**src/rtl/scan_chain_reg_pkg.sv**
```systemverilog
// scan_chain_reg_pkg: shared sequencer state encoding and shift-direction constants
package scan_chain_reg_pkg;
  typedef enum logic [1:0] {
    S_IDLE  = 2'd0,
    S_SHIFT = 2'd1,
    S_DONE  = 2'd2
  } seq_state_t;
  localparam int DIR_TI_TO_MSB = 0;
  localparam int DIR_TI_TO_LSB = 1;
endpackage

```
**src/rtl/scan_seq_fsm.sv**
```systemverilog
// scan_seq_fsm: fixed-length automatic shift sequencer with busy/done handshake
module scan_seq_fsm
  import scan_chain_reg_pkg::*;
#(
  parameter int SHIFT_LEN = 8
) (
  input  logic clk,
  input  logic rst,
  input  logic start,
  output logic shift_en,
  output logic starting,
  output logic busy,
  output logic done
);
  localparam int CW = $clog2(SHIFT_LEN + 1);
  seq_state_t state, state_nx;
  logic [CW-1:0] cnt, cnt_nx;
  // state and remaining-shift counter registers
  always_ff @(posedge clk) begin
    state <= rst ? S_IDLE : state_nx;
    cnt   <= rst ? '0 : cnt_nx;
  end
  // transitions: the start cycle only arms the counter, the last shift runs at cnt == 0
  always_comb begin
    state_nx = state;
    cnt_nx   = cnt;
    case (state)
      S_IDLE: if (start) begin
        state_nx = S_SHIFT;
        cnt_nx   = CW'(SHIFT_LEN - 1);
      end
      S_SHIFT: begin
        state_nx = (cnt == '0) ? S_DONE : S_SHIFT;
        cnt_nx   = (cnt == '0) ? cnt : cnt - 1'b1;
      end
      default: state_nx = S_IDLE;
    endcase
  end
  // decoded outputs to the datapath and handshake
  always_comb begin
    busy     = state == S_SHIFT;
    done     = state == S_DONE;
    shift_en = busy;
    starting = (state == S_IDLE) && start;
  end
endmodule

```
**src/rtl/scan_chain_reg.sv**
```systemverilog
// scan_chain_reg: WIDTH-bit scan chain register with auto shift sequencer; SCAN_SHADOW_EN adds a shadow output register
module scan_chain_reg
  import scan_chain_reg_pkg::*;
#(
  parameter int WIDTH     = 8,
  parameter int SHIFT_LEN = WIDTH,
  parameter int SHIFT_DIR = DIR_TI_TO_MSB
) (
  input  logic             CLK,
  input  logic             RST,
  input  logic [WIDTH-1:0] D,
  input  logic             LOAD,
  input  logic             TE,
  input  logic             TI,
  input  logic             START,
  input  logic             UPDATE,
  output logic [WIDTH-1:0] Q,
  output logic [WIDTH-1:0] QN,
  output logic             TO,
  output logic [WIDTH-1:0] SQ,
  output logic             BUSY,
  output logic             DONE
);
  logic [WIDTH-1:0] chain, shifted;
  logic shift_en, starting;
  scan_seq_fsm #(.SHIFT_LEN(SHIFT_LEN)) u_seq (
    .clk(CLK),
    .rst(RST),
    .start(START),
    .shift_en(shift_en),
    .starting(starting),
    .busy(BUSY),
    .done(DONE)
  );
  if (WIDTH == 1) begin : g_one
    assign shifted = TI;
  end else if (SHIFT_DIR == DIR_TI_TO_MSB) begin : g_up
    assign shifted = {chain[WIDTH-2:0], TI};
  end else begin : g_down
    assign shifted = {TI, chain[WIDTH-1:1]};
  end
  // auto shift beats manual shift beats capture; the start cycle freezes the chain
  always_ff @(posedge CLK) begin
    chain <= RST ? '0 : shift_en ? shifted : starting ? chain : TE ? shifted : LOAD ? D : chain;
  end
  assign Q  = chain;
  assign QN = ~chain;
  assign TO = (SHIFT_DIR == DIR_TI_TO_MSB) ? chain[WIDTH-1] : chain[0];
`ifdef SCAN_SHADOW_EN
  logic [WIDTH-1:0] shadow;
  // shadow copies the chain only when no sequence is shifting
  always_ff @(posedge CLK) begin
    shadow <= RST ? '0 : (UPDATE && !BUSY) ? chain : shadow;
  end
  assign SQ = shadow;
`else
  logic unused_update;
  assign unused_update = UPDATE;
  assign SQ = chain;
`endif
endmodule

```
**config.mk**
```make
export PLATFORM = sky130hd
export DESIGN_NAME = scan_chain_reg
export DESIGN_NICKNAME = d
export VERILOG_FILES = /design/src/rtl/scan_chain_reg_pkg.sv /design/src/rtl/scan_seq_fsm.sv /design/src/rtl/scan_chain_reg.sv
export SDC_FILE = /design/constraint.sdc
export NUM_CORES = 1
export LEC_CHECK = 0
export CAP_MARGIN = 5
export CORE_MARGIN = 5
export CORE_UTILIZATION = 41
export CTS_BUF_LIST = sky130_fd_sc_hd__clkbuf_8
export CTS_CLUSTER_SIZE = 12
export DETAILED_ROUTE_END_ITERATION = 10
export PLACE_DENSITY = 0.82
export SYNTH_ARGS = -nofsm -noshare
export SYNTH_HDL_FRONTEND = slang
export SYNTH_SLANG_ARGS = --single-unit
```
**constraint.sdc**
```tcl
create_clock -name CLK -period 2.1 [get_ports CLK]
set_clock_uncertainty 0.1 [all_clocks]
set_input_delay 0.42 -clock CLK [delete_from_list [all_inputs] [get_ports CLK]]
set_output_delay 0.42 -clock CLK [all_outputs]
set_load 0.02 [all_outputs]
```
Word-level counts from Yosys, hierarchy flattened:

Cells that the tools add are included.

* $add $sub $neg: 1
* eq/ne operators: 5
* multiplexer cells: 10
* bitwise operators: 1
* reduce and logical (&&, ||, !) cells: 7

Operators by type and width (number)
* 2-to-1 mux 8 bit: 4
* 2-to-1 mux 4 bit: 2
* NOT 8 bit: 1
* one-hot mux 4 bit (2 select lines): 1
* logical NOT 4 bit: 1
* 2-to-1 mux 2 bit: 2
* != test 2 bit (second input constant): 2
* one-hot mux 2 bit (2 select lines): 1
* subtractor 4 x 1 -> 4 bit (second input constant): 1
* AND reduction 3 bit: 1
* nonzero test 3 bit: 1
* == test 2 x 1 -> 1 bit (second input constant): 1
* == test 2 bit (second input constant): 1
* logical NOT 2 bit: 1
* != test 2 x 1 -> 1 bit (second input constant): 1
* AND reduction 2 bit: 1
* nonzero test 2 bit: 1
* logical AND 1 bit: 1

* register bits: 14
* input port bits: 15
* output and inout bits: 27
* logic and storage cells: 27

Depth between registers and ports, before layout:

* word-level depth: 4
* gate-level depth with buffers: 6
* depth with buffers taken out: 5

Cells and area by module:

Synthesis repeated with hierarchy kept, for this count alone.

* cell total of the unflattened synthesis: 88
* area, all modules: 785.8 µm²

Modules (own cells, without submodules)
* scan_chain_reg: instances 1, cells each 55, area each 493.0 µm²
* scan_seq_fsm: instances 1, cells each 33, area each 292.8 µm²

Worst setup path after synthesis:

Ideal clock, no wire load.

* path kind: register -> register
* from: register u_seq.cnt[0]
* to: register u_seq.cnt[3]
* setup time: 0.086 ns
* arrival time: 1.452 ns
* data required time: 1.914 ns
* slack: 0.462 ns
* cell stages (with the launch flop): 6
* clock period less this slack: 1.638 ns
* cell sequence: dfxtp_1 > inv_1 > ha_1 > nor4bb_1 > or4_1 > a211oi_1

* cells in the longest elaborated chain, start to end: 3

Ends and longest elaborated chain
* from (decl): line scan_seq_fsm.sv:17 `logic [CW-1:0] cnt, cnt_nx;`
* from (signal assigned): line scan_seq_fsm.sv:21 `cnt <= rst ? '0 : cnt_nx;`
* subtractor 4 x 1 -> 4 bit or logical NOT 4 bit (tied branches): line scan_seq_fsm.sv:34 `cnt_nx = (cnt == '0) ? cnt : cnt - 1'b1;`
* 2-to-1 mux 4 bit or != test 2 bit (tied branches)
* one-hot mux 4 bit (2 select lines) or AND reduction 3 bit (tied branches)

Parallel ways exist; a longest one is shown, timed or not. The select of a mux whose other input is x is not followed.
A chain may end at the register's enable or synchronous reset.

Final worst setup path:

* from: register u_seq.state[1]
* to: output port BUSY

* cells in the longest elaborated chain, start to end: 1

Ends and longest elaborated chain
* from (decl): line scan_seq_fsm.sv:16 `seq_state_t state, state_nx;`
* from (signal assigned): line scan_seq_fsm.sv:20 `state <= rst ? S_IDLE : state_nx;`
* == test 2 x 1 -> 1 bit: line scan_seq_fsm.sv:41 `busy = state == S_SHIFT;`
* to (decl): line scan_chain_reg.sv:21 `output logic BUSY,`

No other way between the ends.

==> results.txt <==
Status: finished clean
Combinational Power Share: 41.7%
Placed cell count: 157
Post-synthesis register bit count: 14
Synth top cells by count: dfxtp_1, inv_1, a211oi_1, a311oi_1, buf_4
P&R area growth vs syn: 52.6%
Insertion delay to the later sink of the worst-skew pair: 240 ps
Int Power: 686 uW
Initial antenna violation count: 0
Largest net degree at the start of global routing: 22
CP max FO: 7
Die footprint: 3030 um2
Yosys warns: 0
Setup TNS: 0 ps
Ys flop type: dfxtp_1
Post-route DRC violation count: 0
Syn_nets: 116
Hold WS: 398 ps
Top cell family by delay on the critical path: buffers and inverters
Pwr Total: 1.04 mW
Clk buf depth: 2
Crit path cell chain: nand2b_1, inv_1, clkdlybuf4s50_1
XOR/XNOR Fraction of Synth Area: 0%
Pleak: 0.460 nW
Clock-pin slew on the worst setup and hold paths: 60 ps
Nets: 151
Async SR Flop Fraction: 0%
Final setup viols: 0
CTS buffer count: 3
Overflow after GRT: 0
Req. time, crit path: 1580 ps
Non-filler cells, final: 161
Worst IR drop on VDD: 0.439 mV
Total track usage: 17.4%
EDFF count, synth: 0
Seq. cell area: 282 um2
Initial Util: 42.8%
Clk sinks: 14
Row count: 16
Largest area contributor in the netlist: dfxtp_1
Clock power frac: 24.7%
Core area: 1940 um2
Routed wire length: 2330 um
# port buffers: 40
DRT Pass-1 Iters: 4
Top-count cell post-synth: dfxtp_1
Vias per cell: 5.56
Largest stage delay on the critical path: 610 ps
Mux cell area share after synthesis: 0%
Number of global-route vias before repair: 843
HP Class: flip-flop to flip-flop
DP Area: 1210 um2
Post-synthesis sequential area ratio: 33.7%
Bufs and invs on worst path: 2
Diodes inserted: 0
Critical path type: flip-flop to primary output
CP Capture Type: primary output
WP data arrival: 1480 ps
Relative slew slack: 63.5%
CTS root buf: clkbuf_8
Starting DRT DRC Count: 45
Critical Path Source Type: flip-flop
Count of different cell masters after synthesis: 28
Filler cells: 169
Max Freq: 0.501 GHz
Hold violation count in the final report: 0
Global-route wire length before repair: 3810 um
Vias: 895
Switching power: 357 uW
DP HPWL: 1730 um
Post-CTS Setup Bufs: 0
Flop pwr share: 33.5%
Simple logic cell fraction of the synthesized area: 16.7%
Layout cell share with drive strength beyond 1: 10.4%
Worst Max-Slew Pin Slew: 539 ps
Final Cycle Share: 95.1%
Slowest cell on crit path: clkdlybuf4s50_1
DIE WIDTH: 55.0 um
Sw Ratio: 34.3%
Final Max Slew Viols: 0
Die height: 55.0 um
Post-route cell area: 1270 um2
Multi-input gate area: 407 um2
Routed WL per cell: 14.4 um
Compound-Gate Fraction of Synth Area: 30.7%
Max-cap violations: 0
Mapped Area: 831 um2
Syn Area/Cell: 8.31 um2
Share of the synthesized area in the top cell type: 33.7%
RSZ-0062 raised after global routing: false
CTS tree: built
Post-DRT Antenna Nets: 0
Top Ports: 42
PwrDens: 823 nW/um2
Post-synthesis adder-cell area fraction: 1.51%
Post-Syn Instances: 100
H-tree level count: 1
Final Critical Period: 2000 ps
Largest family of logic cells by synthesized area: compound AO/OA/AOI/OAI gates
Synth area leaders: dfxtp_1, a311oi_1, a211oi_1
Routability cong.: 0.787
-- routing by layer --
| metal | vias to the layer above | global-route usage, % | share of wire (%) |
|---|---|---|---|
| li1 | 435 | - | - |
| met1 | 407 | 21.6 | 40 |
| met2 | 51 | 27.2 | 51 |
| met3 | 2 | 5.90 | 9.0 |
| met4 | 0 | 7.29 | 0.60 |
| met5 | - | 0 | 0 |
-- sequential cells by signal (all words and copies together), names as in the netlist --
name	flops
u_seq.state	2
Q	8
u_seq.cnt	4
-- path summary, 6_finish.rpt --
path | start | to | slack (ps) | depth (start not counted)
worst min-delay path | u_seq.cnt[1] | u_seq.cnt[1] | 400 | 1
worst min register to register | u_seq.cnt[1] | u_seq.cnt[1] | 400 | 1
worst max register to register | u_seq.cnt[0] | u_seq.cnt[3] | 280 | 5
worst max-delay path | u_seq.state[1] | BUSY | 100 | 3
-- cell usage in the layout (no fill, tap or decap), types with 2 or more instances in the layout --
cell             synthesis  routed
a211oi_1                10      10
a311oi_1                10      10
buf_4                    9       6
clkbuf_8                 0       4
clkdlybuf4s50_1          0      40
dfxtp_1                 14      13
inv_1                   12      12
nand2b_1                 2       2
nand3_1                  8       8
nor3_1                   2       2
o21ai_0                  8       8
or3b_2                   2       2
-- power by group through the flow --
stage	combinational, mW	clock, mW	sequential (mW)
2_1_floorplan	0.244	0	0.369
3_3_place_gp	0.425	0	0.352
3_5_place_dp	0.434	0	0.354
4_1_cts	0.438	0.263	0.349
5_1_grt	0.470	0.282	0.358
6_report	0.435	0.258	0.350
-- area by class of cell --
type                    instances  share of cell area (%)
repair buffers                 46                    35.1
multi-input cells              58                    32.1
flip-flops and latches         14                    22.2
clock buffers                   4                    4.34
inverters                      12                    3.55
well taps                      27                    2.67
-- metrics by stage --
stage	setup slack [ps]	util (%)
detailed placement	138	62.4
global placement	188	62.4
finish	104	65.3
global route	25.9	65.3
floorplan	462	-
CTS	45.7	65.2
-- worst reg2reg max path: stages, from the launching register on --
cell      delay (ps)
dfxtp_1          370
inv_1             60
ha_1             250
nor4bb_1         190
or4_1            510
a211oi_1         250
-- logic make-up after synthesis --
family,Yosys count
buf+inv,28
compound gates,35
fa+ha+maj,1
simple gates,22
flops,14
-- repair_timing --
item,4_1_cts,5_1_grt
hold buffers,0,0
endpoints found under the setup margin,0,1
resized for setup,0,1
No activity file was read; power rests on OpenSTA's default activity.
